==> config.mk <==
export PLATFORM = sky130hd
export DESIGN_NAME = alu_issue_ctrl_flat
export DESIGN_NICKNAME = d
export VERILOG_FILES = /design/src/rtl/alu_issue_ctrl_pkg.sv /design/src/rtl/alu_issue_ctrl_if.sv /design/src/rtl/alu_issue_wdog.sv /design/src/rtl/alu_issue_ctrl.sv /design/src/flat_wrapper.sv
export SDC_FILE = /design/constraint.sdc
export NUM_CORES = 1
export LEC_CHECK = 0
export CELL_PAD_IN_SITES_DETAIL_PLACEMENT = 0
export CELL_PAD_IN_SITES_GLOBAL_PLACEMENT = 1
export CORE_ASPECT_RATIO = 0.6
export CORE_MARGIN = 2
export CORE_UTILIZATION = 32
export DETAILED_ROUTE_END_ITERATION = 8
export PLACE_DENSITY = 0.9
export SLEW_MARGIN = 20
export SYNTH_ARGS = -nofsm -noshare
export SYNTH_HDL_FRONTEND = slang
export SYNTH_SLANG_ARGS = --single-unit
==> constraint.sdc <==
create_clock -name CLK -period 2.8 [get_ports CLK]
set_clock_uncertainty 0.05 [all_clocks]
set_input_delay 0.28 -clock CLK [delete_from_list [all_inputs] [get_ports CLK]]
set_output_delay 0.28 -clock CLK [all_outputs]
set_load 0.005 [all_outputs]
==> src/rtl/alu_issue_ctrl_pkg.sv <==
// Shared types and constants for the ALU issue controller: FSM states,
// opcode encodings and the HALT flag position in the instruction word.
package alu_issue_ctrl_pkg;

  typedef enum logic [2:0] {
    ST_IDLE,
    ST_FETCH,
    ST_ISSUE,
    ST_WAIT,
    ST_WRITE,
    ST_DONE
  } state_t;

  localparam logic [2:0] OP_NOP = 3'd0;
  localparam logic [2:0] OP_ADD = 3'd1;
  localparam logic [2:0] OP_SUB = 3'd2;
  localparam logic [2:0] OP_MUL = 3'd3;
  localparam logic [2:0] OP_AND = 3'd4;
  localparam logic [2:0] OP_OR  = 3'd5;
  localparam logic [2:0] OP_NOT = 3'd6;
  localparam logic [2:0] OP_XOR = 3'd7;

  localparam int HALT_BIT = 7;

  function automatic logic is_halt(input logic [7:0] ins);
    return ins[HALT_BIT];
  endfunction

endpackage

==> src/rtl/alu_issue_ctrl_if.sv <==
// Memory and ALU side bus of the issue controller. The controller connects
// through the master modport; memories and the ALU sit behind slave.
interface alu_issue_ctrl_if #(
  parameter int ADDR_W = 8,
  parameter int DATA_W = 16
);
  logic [ADDR_W-1:0] im_addr_out;
  logic [7:0]        im_data_in;
  logic [ADDR_W-1:0] dm_addr_out;
  logic [DATA_W-1:0] a_data_in;
  logic [DATA_W-1:0] b_data_in;
  logic              alu_en_out;
  logic [7:0]        alu_ins_out;
  logic [DATA_W-1:0] alu_a_out;
  logic [DATA_W-1:0] alu_b_out;
  logic [DATA_W-1:0] alu_c_in;
  logic              alu_c_valid_in;
  logic              om_we_out;
  logic [ADDR_W-1:0] om_addr_out;
  logic [DATA_W-1:0] om_data_out;

  modport master (
    output im_addr_out, dm_addr_out, alu_en_out, alu_ins_out, alu_a_out,
           alu_b_out, om_we_out, om_addr_out, om_data_out,
    input  im_data_in, a_data_in, b_data_in, alu_c_in, alu_c_valid_in
  );

  modport slave (
    input  im_addr_out, dm_addr_out, alu_en_out, alu_ins_out, alu_a_out,
           alu_b_out, om_we_out, om_addr_out, om_data_out,
    output im_data_in, a_data_in, b_data_in, alu_c_in, alu_c_valid_in
  );
endinterface

==> src/rtl/alu_issue_wdog.sv <==
// ALU result watchdog: load restarts the count, count advances it once per
// cycle, expire is high on the TIMEOUT-th counted cycle.
module alu_issue_wdog #(
  parameter int TIMEOUT = 4
) (
  input  logic CLK,
  input  logic RST,
  input  logic load,
  input  logic count,
  output logic expire
);
  localparam int CNT_W = $clog2(TIMEOUT + 1);

  logic [CNT_W-1:0] cnt_reg;

  assign expire = count && (cnt_reg == CNT_W'(TIMEOUT - 1));

  always_ff @(posedge CLK or posedge RST) begin
    if (RST) begin
      cnt_reg <= '0;
    end else if (load) begin
      cnt_reg <= '0;
    end else if (count && !expire) begin
      cnt_reg <= cnt_reg + CNT_W'(1);
    end
  end
endmodule

==> src/rtl/alu_issue_ctrl.sv <==
// Sequences a program through an external ALU: fetch, issue, wait, write back.
// Optional busy-cycle counter output enabled by defining ALU_ISSUE_CYC_CNT_EN.
module alu_issue_ctrl
  import alu_issue_ctrl_pkg::*;
#(
  parameter int ADDR_W  = 8,
  parameter int DATA_W  = 16,
  parameter int TIMEOUT = 4
) (
  input  logic              CLK,
  input  logic              RST,
  input  logic              start_in,
  input  logic [ADDR_W-1:0] len_in,
  output logic              busy_out,
  output logic              done_out,
  output logic              err_out,
`ifdef ALU_ISSUE_CYC_CNT_EN
  output logic [15:0]       cyc_cnt_out,
`endif
  alu_issue_ctrl_if.master  bus
);

  state_t            state_reg, state_next;
  logic [ADDR_W-1:0] pc_reg, len_reg;
  logic [ADDR_W-1:0] pc_inc;
  logic              err_reg;
  logic [7:0]        ins_reg;
  logic [DATA_W-1:0] a_reg, b_reg, c_reg;
  logic              start_accept;
  logic              issue_fire;
  logic              wdog_expire;

  assign start_accept = (state_reg == ST_IDLE) && start_in;
  assign issue_fire   = (state_reg == ST_ISSUE) && !is_halt(bus.im_data_in);
  assign pc_inc       = pc_reg + ADDR_W'(1);

  alu_issue_wdog #(.TIMEOUT(TIMEOUT)) u_wdog (
    .CLK    (CLK),
    .RST    (RST),
    .load   (issue_fire),
    .count  (state_reg == ST_WAIT),
    .expire (wdog_expire)
  );

  always_ff @(posedge CLK or posedge RST) begin
    if (RST) begin
      state_reg <= ST_IDLE;
    end else begin
      state_reg <= state_next;
    end
  end

  always_comb begin
    state_next = state_reg;
    case (state_reg)
      ST_IDLE: begin
        if (start_in) begin
          state_next = (len_in == '0) ? ST_DONE : ST_FETCH;
        end
      end
      ST_FETCH: state_next = ST_ISSUE;
      ST_ISSUE: state_next = is_halt(bus.im_data_in) ? ST_DONE : ST_WAIT;
      ST_WAIT: begin
        if (bus.alu_c_valid_in) begin
          state_next = ST_WRITE;
        end else if (wdog_expire) begin
          state_next = ST_DONE;
        end
      end
      // pc_inc cannot wrap before matching len_reg, since len_reg < 2^ADDR_W
      ST_WRITE: state_next = (pc_inc == len_reg) ? ST_DONE : ST_FETCH;
      ST_DONE:  state_next = ST_IDLE;
      default:  state_next = ST_IDLE;
    endcase
  end

  always_ff @(posedge CLK or posedge RST) begin
    if (RST) begin
      pc_reg  <= '0;
      len_reg <= '0;
      err_reg <= 1'b0;
      ins_reg <= '0;
      a_reg   <= '0;
      b_reg   <= '0;
      c_reg   <= '0;
    end else begin
      if (start_accept) begin
        len_reg <= len_in;
        pc_reg  <= '0;
        err_reg <= 1'b0;
      end
      if (issue_fire) begin
        ins_reg <= bus.im_data_in;
        a_reg   <= bus.a_data_in;
        b_reg   <= bus.b_data_in;
      end
      if (state_reg == ST_WAIT) begin
        if (bus.alu_c_valid_in) begin
          c_reg <= bus.alu_c_in;
        end else if (wdog_expire) begin
          err_reg <= 1'b1;
        end
      end
      if (state_reg == ST_WRITE) begin
        pc_reg <= pc_inc;
      end
    end
  end

  // ALU operands pass straight through during ISSUE and are held afterwards
  assign bus.alu_en_out  = issue_fire;
  assign bus.alu_ins_out = issue_fire ? bus.im_data_in : ins_reg;
  assign bus.alu_a_out   = issue_fire ? bus.a_data_in  : a_reg;
  assign bus.alu_b_out   = issue_fire ? bus.b_data_in  : b_reg;

  assign bus.im_addr_out = pc_reg;
  assign bus.dm_addr_out = pc_reg;
  assign bus.om_we_out   = (state_reg == ST_WRITE);
  assign bus.om_addr_out = pc_reg;
  assign bus.om_data_out = c_reg;

  assign busy_out = (state_reg != ST_IDLE);
  assign done_out = (state_reg == ST_DONE);
  assign err_out  = err_reg;

`ifdef ALU_ISSUE_CYC_CNT_EN
  logic [15:0] cyc_cnt_reg;

  always_ff @(posedge CLK or posedge RST) begin
    if (RST) begin
      cyc_cnt_reg <= '0;
    end else if (start_accept) begin
      cyc_cnt_reg <= '0;
    end else if ((state_reg != ST_IDLE) && (cyc_cnt_reg != 16'hFFFF)) begin
      cyc_cnt_reg <= cyc_cnt_reg + 16'd1;
    end
  end

  assign cyc_cnt_out = cyc_cnt_reg;
`endif

endmodule
==> src/flat_wrapper.sv <==
// flat-port wrapper written by rule: the top's interface ports become plain ports
module alu_issue_ctrl_flat import alu_issue_ctrl_pkg::*;
#(
  parameter int ADDR_W  = 8,
  parameter int DATA_W  = 16,
  parameter int TIMEOUT = 4
)
  (CLK, RST, start_in, len_in, busy_out, done_out, err_out, bus_im_addr_out, bus_dm_addr_out, bus_alu_en_out, bus_alu_ins_out, bus_alu_a_out, bus_alu_b_out, bus_om_we_out, bus_om_addr_out, bus_om_data_out, bus_im_data_in, bus_a_data_in, bus_b_data_in, bus_alu_c_in, bus_alu_c_valid_in);
  alu_issue_ctrl_if #(.ADDR_W(ADDR_W), .DATA_W(DATA_W)) bus_i ();
  input  logic CLK;
  input  logic RST;
  input  logic start_in;
  input  logic [ADDR_W-1:0] len_in;
  output logic busy_out;
  output logic done_out;
  output logic err_out;
  output wire logic [$bits(bus_i.im_addr_out)-1:0] bus_im_addr_out;
  output wire logic [$bits(bus_i.dm_addr_out)-1:0] bus_dm_addr_out;
  output wire logic [$bits(bus_i.alu_en_out)-1:0] bus_alu_en_out;
  output wire logic [$bits(bus_i.alu_ins_out)-1:0] bus_alu_ins_out;
  output wire logic [$bits(bus_i.alu_a_out)-1:0] bus_alu_a_out;
  output wire logic [$bits(bus_i.alu_b_out)-1:0] bus_alu_b_out;
  output wire logic [$bits(bus_i.om_we_out)-1:0] bus_om_we_out;
  output wire logic [$bits(bus_i.om_addr_out)-1:0] bus_om_addr_out;
  output wire logic [$bits(bus_i.om_data_out)-1:0] bus_om_data_out;
  input wire logic [$bits(bus_i.im_data_in)-1:0] bus_im_data_in;
  input wire logic [$bits(bus_i.a_data_in)-1:0] bus_a_data_in;
  input wire logic [$bits(bus_i.b_data_in)-1:0] bus_b_data_in;
  input wire logic [$bits(bus_i.alu_c_in)-1:0] bus_alu_c_in;
  input wire logic [$bits(bus_i.alu_c_valid_in)-1:0] bus_alu_c_valid_in;
  assign bus_im_addr_out = bus_i.im_addr_out;
  assign bus_dm_addr_out = bus_i.dm_addr_out;
  assign bus_alu_en_out = bus_i.alu_en_out;
  assign bus_alu_ins_out = bus_i.alu_ins_out;
  assign bus_alu_a_out = bus_i.alu_a_out;
  assign bus_alu_b_out = bus_i.alu_b_out;
  assign bus_om_we_out = bus_i.om_we_out;
  assign bus_om_addr_out = bus_i.om_addr_out;
  assign bus_om_data_out = bus_i.om_data_out;
  assign bus_i.im_data_in = bus_im_data_in;
  assign bus_i.a_data_in = bus_a_data_in;
  assign bus_i.b_data_in = bus_b_data_in;
  assign bus_i.alu_c_in = bus_alu_c_in;
  assign bus_i.alu_c_valid_in = bus_alu_c_valid_in;
  alu_issue_ctrl #(.ADDR_W(ADDR_W), .DATA_W(DATA_W), .TIMEOUT(TIMEOUT)) u_core (.CLK(CLK), .RST(RST), .start_in(start_in), .len_in(len_in), .busy_out(busy_out), .done_out(done_out), .err_out(err_out), .bus(bus_i));
endmodule
==> results_tabular.tex, run 1 <==
\begin{tabular}{lr}
\hline
Metric & Value \\
\hline
\multicolumn{2}{l}{\textbf{Yosys}} \\
Register area share after synthesis & 0.561 \\
Most common cell in the synthesized netlist & dfrtp\_1 \\
Yosys warning count & 0 \\
Post-Syn Nets & 343 \\
Synth Flop Type & dfrtp\_1 \\
Async SR Flop Fraction & 1.00 \\
Mapped cell area & roughly 0.0035 mm\^{}2 \\
Post-synth cell types & 43 \\
Cells taking the most area after synthesis & dfrtp\_1, mux2\_2, buf\_4, o21ai\_0, xnor2\_1 \\
Gate Count Post-Synth & 272 \\
Cell taking the most area after synthesis & dfrtp\_1 \\
Flip-flop and latch count after synthesis & a little under 80 \\
Area share of the largest cell type after synthesis & 0.561 \\
Most common library cells after synthesis & dfrtp\_1, mux2\_2, o21ai\_0, buf\_4, nand2\_1 \\
Number of flops mapped to enable cells by yosys & 0 \\
Average instance area after synthesis & roughly 13 um\^{}2 \\
\multicolumn{2}{l}{\textbf{Routing}} \\
Total number of vias & 2629 \\
Antenna Nets Post-Route & 0 \\
Drt total wl & approximately 8600 um \\
Average routed wire per standard cell & roughly 15 um \\
Vias per std cell & 4.71 \\
Iteration-0 DRC count of the detailed router & about 120 \\
Post-detailed-route DRC marker count & 0 \\
Drt first pass iters & 4 \\
\multicolumn{2}{l}{\textbf{Worst setup path}} \\
Kind of critical path & register to output port \\
Required time worst endpoint & roughly 2.5 ns \\
Crit path cell chain & and2b\_1 > nor3b\_4 > buf\_12 > mux2\_2 > clkdlybuf4s50\_1 \\
Number of buffer and inverter instances along the worst setup path & 2 \\
Data arrival at the endpoint of the critical path & around 2.3 ns \\
Type of destination of the critical path & output port \\
Startpoint Class & register \\
Category of cells accounting for the largest share of critical-path delay & buffers and inverters \\
Max FO, Critical Path & 44 \\
Critical-path cell with the highest stage delay & clkdlybuf4s50\_1 \\
Worst path max stage delay & approximately 0.47 ns \\
\multicolumn{2}{l}{\textbf{GRT}} \\
GRT Overall Usage & 0.149 \\
Maximum number of pins on one net before global-route repair & 80 \\
Global-route wire length before repair & between 10000 and 15000 um \\
Grt ovf & 0 \\
Number of global-route vias before repair & roughly 2900 \\
Number of antenna violations at the first check in global routing & 0 \\
\multicolumn{2}{l}{\textbf{Timing}} \\
Min Clock Period, post-route & 2.67 ns \\
Setup violations, final & 0 \\
Share of the clock period used by the worst path & 0.953 \\
Max-slew violation count & 0 \\
Unrepaired setup endpoints after global routing & no \\
Final-report hold violation count & 0 \\
Final sum of negative setup slack & 0 ns \\
Transition time at the pin with the least slew margin & slightly below 0.8 ns \\
Max\_slew headroom & 0.470 \\
Peak clock frequency supported by timing & approximately 370 MHz \\
Worst hold margin & roughly 0.32 ns \\
\multicolumn{2}{l}{\textbf{Pwr}} \\
Clock network power share & 0.204 \\
Part of the power in registers & 0.346 \\
P per Cell Area & a little over 1000 mW/mm\^{}2 \\
Internal & 3970 uW \\
Leakage power & roughly 0.0022 uW \\
Worst vdd rail ir drop & roughly 580 uV \\
Switching share of power & 0.288 \\
Switching power summed over all nets & 1600 uW \\
Gate power share & 0.450 \\
\multicolumn{2}{l}{\textbf{Floorplan}} \\
Initial cell density of the core & 0.331 \\
Die outline height & 85.3 um \\
Total I/O pin count & 153 \\
Rows & 29 \\
Die area & 0.0119 mm\^{}2 \\
Placeable core region & roughly 0.011 mm\^{}2 \\
Width of the die & roughly 140 um \\
\multicolumn{2}{l}{\textbf{Hold path}} \\
Min-Delay Path Class & primary input to async pin \\
\multicolumn{2}{l}{\textbf{Clock tree}} \\
Clock insertion delay at the later pin of the skew report & 0.33 ns \\
Root cell of the clock tree & clkbuf\_16 \\
Setup bufs post-CTS & 0 \\
Cts bufs inserted & 9 \\
Hold-fix buffer count after cts & 0 \\
Quantity of gates resized following cts & 0 \\
Htree depth & 3 \\
Clock tree from TritonCTS & built \\
Clk pin slew, worst setup/hold paths & 0.06 ns \\
CTS sink cnt & approximately 80 \\
Clock buffer depth & 2 \\
\multicolumn{2}{l}{\textbf{Status}} \\
Outcome & finished clean \\
\multicolumn{2}{l}{\textbf{Job}} \\
Max\_cap viols & 0 \\
\multicolumn{2}{l}{\textbf{Layout}} \\
Number of diodes & 0 \\
Footprint of the multi-input gates & between 0.001 and 0.0015 mm\^{}2 \\
Area Overhead vs Synth & 53.8\% \\
Total area of sequential cells & about 0.0020 mm\^{}2 \\
Layout Nets & 485 \\
Fill cell instance count of the final layout & approximately 900 \\
Fraction of final layout cells sized beyond drive strength 1 & 0.220 \\
\multicolumn{2}{l}{\textbf{Placed design}} \\
Global placement routability congestion & just under 0.8 \\
Count of input and output buffers & between 150 and 200 \\
Post-detail-place hpwl & 6130 um \\
\hline
\end{tabular}
==> worst register-to-register path: cells and delay by family (launching register included) <==
family                     cells  cell delay, ns
DFF                            1            0.52
and+or+nand+nor                2            0.49
adders and majority gates      1            0.35
AOI/OAI and AO/OA              1            0.31
xor gates and xnor gates       1            0.17
muxes                          1            0.10
==> placed cells by master (no fill, tap or decap), types with 3 or more instances in the layout <==
master / n
nor2_1: 8
inv_1: 5
nand2_1: 10
ha_1: 3
mux2_2: 62
clkinv_2: 4
nand3b_1: 3
clkdlybuf4s50_1: 152
xnor2_1: 6
nor4_1: 3
clkbuf_16: 9
o21ai_0: 20
nor3b_1: 3
buf_4: 4
dfrtp_1: 79
xor2_1: 3
nand3_1: 5
==> path summary, 6_finish.rpt <==
kind                                            from                         to  slack [ns]  cells after the start
hold / removal                                   RST  u_core.bus.om_data_out[0]        0.32                      3
max in group asynchronous                        RST          u_core.ins_reg[6]        2.06                      3
setup reg to reg           u_core.bus.dm_addr_out[0]        u_core.state_reg[2]        0.71                      6
hold reg to reg                     u_core.b_reg[14]           u_core.b_reg[14]        0.45                      1
setup / recovery                 u_core.state_reg[2]         bus_alu_ins_out[6]        0.13                      5
min in group CLK                    u_core.b_reg[14]           u_core.b_reg[14]        0.45                      1
==> logic make-up after synthesis <==
kind of cell	Yosys count	synth area share
simple gates	51	0.0864
fa+ha+maj	3	0.0107
mux	64	0.204
buf+inv	33	0.0544
xor+xnor	9	0.0224
compound gates	33	0.0608
flops	79	0.561
==> through the flow <==
| step | instances | power (uW) | instance area [um^2] | util | worst slack, ns |
|---|---|---|---|---|---|
| after floorplan | 272 | 3050 | 3520 | - | 0.447 |
| after global placement | 542 | 4380 | 5120 | 0.482 | 0.360 |
| after detailed placement | 542 | 4460 | 5120 | 0.482 | 0.352 |
| after CTS | 558 | 5650 | 5420 | 0.509 | 0.0942 |
| after global routing | 558 | 5940 | 5420 | 0.509 | 0.00896 |
| final | 558 | 5570 | 5420 | 0.509 | 0.132 |
==> per-layer routing <==
metal / wire length, um / GRT usage / share of wire / vias to the layer above
met1: 3910 / 0.192 / 0.45 / 1279
met5: 0 / 0 / 0 / -
met3: 816 / 0.0694 / 0.095 / 6
met4: 74 / 0.0450 / 0.0086 / 0
met2: 3820 / 0.224 / 0.44 / 109
li1: - / - / - / 1235
==> area by class of cell <==
class / count / share of cell area
clock buffer: 10 / 0.0423
clock inverter: 6 / 0.0113
inverter: 6 / 0.00439
multi-input combinational: 160 / 0.251
sequential: 79 / 0.365
tap: 139 / 0.0321
timing repair buffer: 158 / 0.294
==> power groups by stage <==
stage / Sequential (uW) / Clock [uW] / Combinational (uW)
2_1_floorplan: 1880 / 0 / 1180
3_5_place_dp: 1940 / 0 / 2520
5_1_grt: 1990 / 1230 / 2730
4_1_cts: 1930 / 1170 / 2550
6_report: 1920 / 1140 / 2510
3_3_place_gp: 1910 / 0 / 2470
(Power assumes the default switching activity.)
==> inputs of run 2 (changes only) <==
--- a/config.mk
+++ b/config.mk
@@ -5,14 +5,16 @@
 export SDC_FILE = /design/constraint.sdc
 export NUM_CORES = 1
 export LEC_CHECK = 0
+export ABC_AREA = 1
 export CELL_PAD_IN_SITES_DETAIL_PLACEMENT = 0
 export CELL_PAD_IN_SITES_GLOBAL_PLACEMENT = 1
 export CORE_ASPECT_RATIO = 0.6
 export CORE_MARGIN = 2
-export CORE_UTILIZATION = 32
+export CORE_UTILIZATION = 31
 export DETAILED_ROUTE_END_ITERATION = 8
-export PLACE_DENSITY = 0.9
+export PLACE_DENSITY = 0.92
 export SLEW_MARGIN = 20
 export SYNTH_ARGS = -nofsm -noshare
 export SYNTH_HDL_FRONTEND = slang
 export SYNTH_SLANG_ARGS = --single-unit
+export TNS_END_PERCENT = 20
==> run 2 against run 1 <==
Against the previous run:
- final area rose by 1.5%
- clock power is 11% higher
- worst setup slack improved by 0.15 ns
- worst hold slack worse by 0.086 ns
- sequential power is 4% lower
- global-route usage rose by 1.0 points
- via count up 17%
- largest cell class unchanged
==> results_tabular.tex, run 2 <==
\begin{tabular}{lr}
\hline
Metric & Value \\
\hline
\multicolumn{2}{l}{\textbf{Clock tree}} \\
Clock insertion delay at the later pin of the skew report & 0.33 ns \\
Clock tree from TritonCTS & built \\
Htree depth & 3 \\
Quantity of gates resized following cts & 0 \\
Setup bufs post-CTS & 0 \\
CTS sink cnt & 79 \\
Root cell of the clock tree & clkbuf\_16 \\
Hold-fix buffer count after cts & 0 \\
Clock buffer depth & 2 \\
Clk pin slew, worst setup/hold paths & roughly 0.06 ns \\
Cts bufs inserted & 9 \\
\multicolumn{2}{l}{\textbf{Timing}} \\
Max-slew violation count & 0 \\
Setup violations, final & 0 \\
Peak clock frequency supported by timing & between 300 and 400 MHz \\
Final sum of negative setup slack & 0 ns \\
Share of the clock period used by the worst path & 0.900 \\
Min Clock Period, post-route & around 2.5 ns \\
Transition time at the pin with the least slew margin & between 0.4 and 0.5 ns \\
Final-report hold violation count & 0 \\
Unrepaired setup endpoints after global routing & no \\
Max\_slew headroom & 0.683 \\
\multicolumn{2}{l}{\textbf{GRT}} \\
Grt ovf & 0 \\
Number of antenna violations at the first check in global routing & 0 \\
Global-route wire length before repair & 15400 um \\
Maximum number of pins on one net before global-route repair & 56 \\
Number of global-route vias before repair & about 3100 \\
GRT Overall Usage & 0.159 \\
\multicolumn{2}{l}{\textbf{Routing}} \\
Average routed wire per standard cell & about 14 um \\
Vias per std cell & 4.43 \\
Drt first pass iters & 6 \\
Post-detailed-route DRC marker count & 0 \\
Antenna Nets Post-Route & 0 \\
Iteration-0 DRC count of the detailed router & between 100 and 150 \\
Total number of vias & roughly 3000 \\
Drt total wl & between 9000 and 10000 um \\
\multicolumn{2}{l}{\textbf{Yosys}} \\
Async SR Flop Fraction & 1.00 \\
Flip-flop and latch count after synthesis & $\sim$80 \\
Cell taking the most area after synthesis & dfrtp\_1 \\
Compound-cell area share of the yosys netlist & 0.0425 \\
Register area share after synthesis & 0.551 \\
Synthesized-area fraction occupied by xor and xnor cells & 0.00244 \\
Mapped cell area & approximately 0.0036 mm\^{}2 \\
Area share of the largest cell type after synthesis & 0.551 \\
Most common cell in the synthesized netlist & nand2\_1 \\
Post-synth cell types & 31 \\
Number of flops mapped to enable cells by yosys & 0 \\
Post-Syn Nets & approximately 460 \\
Yosys warning count & 0 \\
Gate Count Post-Synth & approximately 400 \\
Synth Flop Type & dfrtp\_1 \\
Dominant combinational cell family by area after synthesis & simple AND/OR/NAND/NOR gates \\
Post-synthesis share of cell area spent on and, or, nand and nor gates & 0.248 \\
Most common library cells after synthesis & nand2\_1, dfrtp\_1, inv\_1, nand3\_1, buf\_4 \\
Cells taking the most area after synthesis & dfrtp\_1, nand2\_1, mux2\_4, buf\_4, nand3\_1 \\
Adder-Cell Fraction of Synth Area & 0.0105 \\
Multiplexer fraction of the synthesized cell area & 0.0638 \\
Average instance area after synthesis & around 9.2 um\^{}2 \\
\multicolumn{2}{l}{\textbf{Layout}} \\
Highest-count cells in the layout ignoring fill and taps & nand2\_1, clkdlybuf4s50\_1, dfrtp\_1 \\
Fraction of final layout cells sized beyond drive strength 1 & 0.107 \\
Summed area of non-filler cells in the final layout & $\sim$0.0055 mm\^{}2 \\
Area Overhead vs Synth & 53.2\% \\
Commonest non-fill, non-tap cell in the layout & nand2\_1 \\
Layout Nets & $\sim$600 \\
Post-route core utilization & 0.487 \\
Number of diodes & 0 \\
\multicolumn{2}{l}{\textbf{Placed design}} \\
Placed instance area & 0.00516 mm\^{}2 \\
Global placement routability congestion & $\sim$0.8 \\
Count of input and output buffers & between 150 and 200 \\
Post-detail-place hpwl & between 7000 and 8000 um \\
\multicolumn{2}{l}{\textbf{Worst setup path}} \\
Data arrival at the endpoint of the critical path & approximately 2.2 ns \\
Critical-path cell with the highest stage delay & clkdlybuf4s50\_1 \\
Max FO, Critical Path & 22 \\
Worst path max stage delay & $\sim$0.53 ns \\
Type of destination of the critical path & output port \\
Cell type with the highest occurrence count on the critical path & nand2\_1 \\
Crit path cell chain & nor2\_4 > nand2\_1 > nor2\_4 > buf\_4 > nand2\_1 > nand2\_1 > clkdlybuf4s50\_1 \\
Startpoint Class & register \\
Required time worst endpoint & $\sim$2.5 ns \\
Kind of critical path & register to output port \\
\multicolumn{2}{l}{\textbf{Hold path}} \\
Min-Delay Path Class & primary input to async pin \\
\multicolumn{2}{l}{\textbf{Floorplan}} \\
Rows & 30 \\
Initial cell density of the core & 0.318 \\
Total I/O pin count & 153 \\
Width of the die & between 100 and 150 um \\
Die area & approximately 0.012 mm\^{}2 \\
Die outline height & between 80 and 90 um \\
Placeable core region & between 0.01 and 0.015 mm\^{}2 \\
\multicolumn{2}{l}{\textbf{Pwr}} \\
Leakage power & between 0.002 and 0.003 uW \\
P per Cell Area & just under 1000 mW/mm\^{}2 \\
Worst vdd rail ir drop & about 420 uV \\
\multicolumn{2}{l}{\textbf{Job}} \\
Max\_cap viols & 0 \\
\multicolumn{2}{l}{\textbf{Status}} \\
Outcome & finished clean \\
\hline
\end{tabular}
## run 2: cell families after synthesis
family / count (synthesis)
muxes: 17
DFF: 79
AOI/OAI and AO/OA: 25
xor gates and xnor gates: 1
adders and majority gates: 3
and+or+nand+nor: 209
buffers and inverters: 56
## run 2: layout make-up
cell class              count  area, um^2
fillers                  1024        5800
flip-flops and latches     79        1980
repair buffers            155        1560
multi-input cells         255        1320
clock buffers              10         239
well taps                 160         200
inverters                  30         116
clock inverters             6        93.8
## run 2: critical path: cells and delay by family, from the launching register on
family	cells	cell delay [ns]
DFF	1	0.43
buffers and inverters	2	0.81
and+or+nand+nor	5	0.61
## run 2: metal layers
layer / GRT usage / vias up / share of wire
li1: - / 1494 / -
met1: 0.201 / 1452 / 0.43
met2: 0.262 / 127 / 0.48
met3: 0.0555 / 8 / 0.085
met4: 0.0378 / 0 / 0.0074
met5: 0 / - / 0
## run 2: metrics by stage
step / hold WS, ns / setup WS [ns] / instances / power, uW
after detailed placement: 0.405 / 0.289 / 679 / 4240
after CTS: 0.235 / 0.0986 / 695 / 5560
after floorplan: 0.375 / 0.447 / 390 / 2940
after global placement: 0.400 / 0.314 / 679 / 4150
final: 0.235 / 0.279 / 695 / 5470
after global routing: 0.268 / 0.100 / 695 / 5850
## run 2: path summary, 6_finish.rpt
kind	from	endpoint	slack (ns)	cells after the start
setup reg to reg	u_core.bus.dm_addr_out[0]	u_core.state_reg[2]	1.01	9
hold / removal	RST	u_core.bus.dm_addr_out[2]	0.24	2
setup / recovery	u_core.state_reg[2]	bus_alu_b_out[5]	0.28	7
hold reg to reg	u_core.a_reg[4]	u_core.a_reg[4]	0.42	2
min in group CLK	u_core.a_reg[4]	u_core.a_reg[4]	0.42	2
max in group asynchronous	RST	u_core.b_reg[5]	1.84	3
## run 2: report_power, final
part | internal (uW) | switching [uW]
registers | 1620 | 227
clock network | 809 | 462
logic | 1330 | 1020
total | 3760 | 1710
==> inputs of run 3 (changes only) <==
--- a/config.mk
+++ b/config.mk
@@ -9,7 +9,6 @@
 export CELL_PAD_IN_SITES_DETAIL_PLACEMENT = 0
 export CELL_PAD_IN_SITES_GLOBAL_PLACEMENT = 1
 export CORE_ASPECT_RATIO = 0.6
-export CORE_MARGIN = 2
 export CORE_UTILIZATION = 31
 export DETAILED_ROUTE_END_ITERATION = 8
 export PLACE_DENSITY = 0.92
==> run 3 against run 2 <==
Against the previous run:
- clock-buffer cell count is the same
- worst setup slack got worse by 0.068 ns
- sequential share of layout area about the same
- die area fell by 3.7%
- global-route usage up 0.20 points
- clock power about the same
- largest cell class unchanged
- combinational power about the same
- fmax fell by 2.6%
==> results_tabular.tex, run 3 (same netlist as run 2, synthesis figures left out) <==
\begin{tabular}{lr}
\hline
Metric & Value \\
\hline
\multicolumn{2}{l}{\textbf{Clock tree}} \\
Setup bufs post-CTS & 0 \\
CTS sink cnt & around 80 \\
Hold-fix buffer count after cts & 0 \\
Cts bufs inserted & 9 \\
Htree depth & 3 \\
Clock tree from TritonCTS & built \\
Clk pin slew, worst setup/hold paths & 0.06 ns \\
Root cell of the clock tree & clkbuf\_16 \\
Quantity of gates resized following cts & 0 \\
Clock buffer depth & 2 \\
Clock insertion delay at the later pin of the skew report & around 0.32 ns \\
\multicolumn{2}{l}{\textbf{Status}} \\
Outcome & finished clean \\
\multicolumn{2}{l}{\textbf{Floorplan}} \\
Rows & 30 \\
Total I/O pin count & 153 \\
Width of the die & approximately 140 um \\
Die area & around 0.012 mm\^{}2 \\
Initial cell density of the core & 0.318 \\
Die outline height & about 85 um \\
Placeable core region & between 0.01 and 0.015 mm\^{}2 \\
\multicolumn{2}{l}{\textbf{Worst setup path}} \\
Crit path cell chain & nor2\_4 > nand2\_1 > nor2\_4 > buf\_4 > nand2\_1 > nand2\_1 > clkdlybuf4s50\_1 \\
Critical-path cell with the highest stage delay & clkdlybuf4s50\_1 \\
Category of cells accounting for the largest share of critical-path delay & buffers and inverters \\
Type of destination of the critical path & output port \\
Data arrival at the endpoint of the critical path & approximately 2.3 ns \\
Max FO, Critical Path & 27 \\
Worst path max stage delay & around 0.52 ns \\
Startpoint Class & register \\
Number of buffer and inverter instances along the worst setup path & 2 \\
Required time worst endpoint & approximately 2.5 ns \\
Cell type with the highest occurrence count on the critical path & nand2\_1 \\
Kind of critical path & register to output port \\
\multicolumn{2}{l}{\textbf{GRT}} \\
Maximum number of pins on one net before global-route repair & 35 \\
Number of antenna violations at the first check in global routing & 0 \\
Global-route wire length before repair & 14800 um \\
Number of global-route vias before repair & approximately 3000 \\
GRT Overall Usage & 0.161 \\
Grt ovf & 0 \\
\multicolumn{2}{l}{\textbf{Routing}} \\
Average routed wire per standard cell & approximately 13 um \\
Drt total wl & around 9200 um \\
Post-detailed-route DRC marker count & 0 \\
Total number of vias & roughly 3000 \\
Vias per std cell & approximately 4.3 \\
Drt first pass iters & 4 \\
Antenna Nets Post-Route & 0 \\
Iteration-0 DRC count of the detailed router & between 100 and 150 \\
\multicolumn{2}{l}{\textbf{Pwr}} \\
Worst vdd rail ir drop & around 420 uV \\
Leakage power & 0.00260 uW \\
P per Cell Area & 990 mW/mm\^{}2 \\
\multicolumn{2}{l}{\textbf{Timing}} \\
Peak clock frequency supported by timing & roughly 390 MHz \\
Setup violations, final & 0 \\
Share of the clock period used by the worst path & 0.925 \\
Min Clock Period, post-route & around 2.6 ns \\
Max\_slew headroom & 0.686 \\
Unrepaired setup endpoints after global routing & no \\
Max-slew violation count & 0 \\
Final sum of negative setup slack & 0 ns \\
Final-report hold violation count & 0 \\
Transition time at the pin with the least slew margin & roughly 0.47 ns \\
\multicolumn{2}{l}{\textbf{Layout}} \\
Highest-count cells in the layout ignoring fill and taps & nand2\_1, clkdlybuf4s50\_1, dfrtp\_1 \\
Number of diodes & 0 \\
Summed area of non-filler cells in the final layout & about 0.0055 mm\^{}2 \\
Footprint of the multi-input gates & 0.00132 mm\^{}2 \\
Total area of sequential cells & a little under 0.002 mm\^{}2 \\
Post-route core utilization & 0.487 \\
Commonest non-fill, non-tap cell in the layout & nand2\_1 \\
Layout Nets & between 600 and 700 \\
Area Overhead vs Synth & 53.3\% \\
Fill cell instance count of the final layout & 1027 \\
Fraction of final layout cells sized beyond drive strength 1 & 0.110 \\
\multicolumn{2}{l}{\textbf{Job}} \\
Max\_cap viols & 0 \\
\multicolumn{2}{l}{\textbf{Hold path}} \\
Min-Delay Path Class & primary input to async pin \\
\multicolumn{2}{l}{\textbf{Placed design}} \\
Placed instance area & 0.00518 mm\^{}2 \\
Post-detail-place hpwl & around 7000 um \\
Global placement routability congestion & around 0.80 \\
Count of input and output buffers & approximately 150 \\
\hline
\end{tabular}
[run 3: cell count changes in the layout (fill, tap and decap cells not counted)]
cell / before / now
buf_4: 2 / 4
inv_2: 6 / 7
clkinvlp_4: 1 / 0
clkinv_2: 1 / 4
inv_4: 1 / 0
clkinv_4: 3 / 1
[run 3: per-layer routing]
metal	vias to the layer above	GRT usage	wire length [um]
met2	115	0.256	4170
met3	6	0.0502	648
met4	0	0.0435	53
li1	1505	-	-
met5	-	0	0
met1	1378	0.212	4370
[run 3: stage by stage]
step                cells  hold WS, ns  power [uW]  worst slack, ns
floorplan             390        0.375        2940            0.447
global placement      681        0.402        4180            0.474
detailed placement    681        0.405        4250            0.461
CTS                   697        0.186        5540            0.181
global route          697        0.218        5850           0.0141
finish                697        0.189        5450            0.211
[run 3: cell type report]
class | instances | area share
Sequential cell | 79 | 0.359
Timing Repair Buffer | 157 | 0.286
Multi-Input combinational cell | 255 | 0.239
Clock buffer | 10 | 0.0434
Tap cell | 160 | 0.0364
Inverter | 30 | 0.0207
Clock inverter | 6 | 0.0152
[run 3: worst paths after layout]
kind,startpoint,to,slack [ns],depth (start not counted)
worst max-delay path,u_core.state_reg[2],bus_alu_ins_out[2],0.21,7
worst min-delay path,RST,u_core.a_reg[8],0.19,2
worst max register to register,u_core.bus.dm_addr_out[0],u_core.state_reg[2],1.02,11
worst min register to register,u_core.b_reg[11],u_core.b_reg[11],0.42,2
max in group asynchronous,RST,u_core.bus.om_data_out[11],1.77,3
min in group CLK,u_core.b_reg[11],u_core.b_reg[11],0.42,2
[run 3: worst register-to-register path: cells and delay by family, from the launching register on]
kind                     cells  cell delay, ns
AO/OA/AOI/OAI                1            0.12
buffers and inverters        1            0.06
flip-flops                   1            0.53
AND/OR/NAND/NOR              8            0.70
adder cells (fa/ha/maj)      1            0.26
[run 3: where the power goes]
group | leakage, uW | internal, uW | total [uW] | switching, uW
Sequential | 0.000990 | 1620 | 1840 | 221
Clock | 0.000162 | 801 | 1240 | 436
Combinational | 0.00145 | 1350 | 2370 | 1020
Total | 0.00260 | 3770 | 5450 | 1680
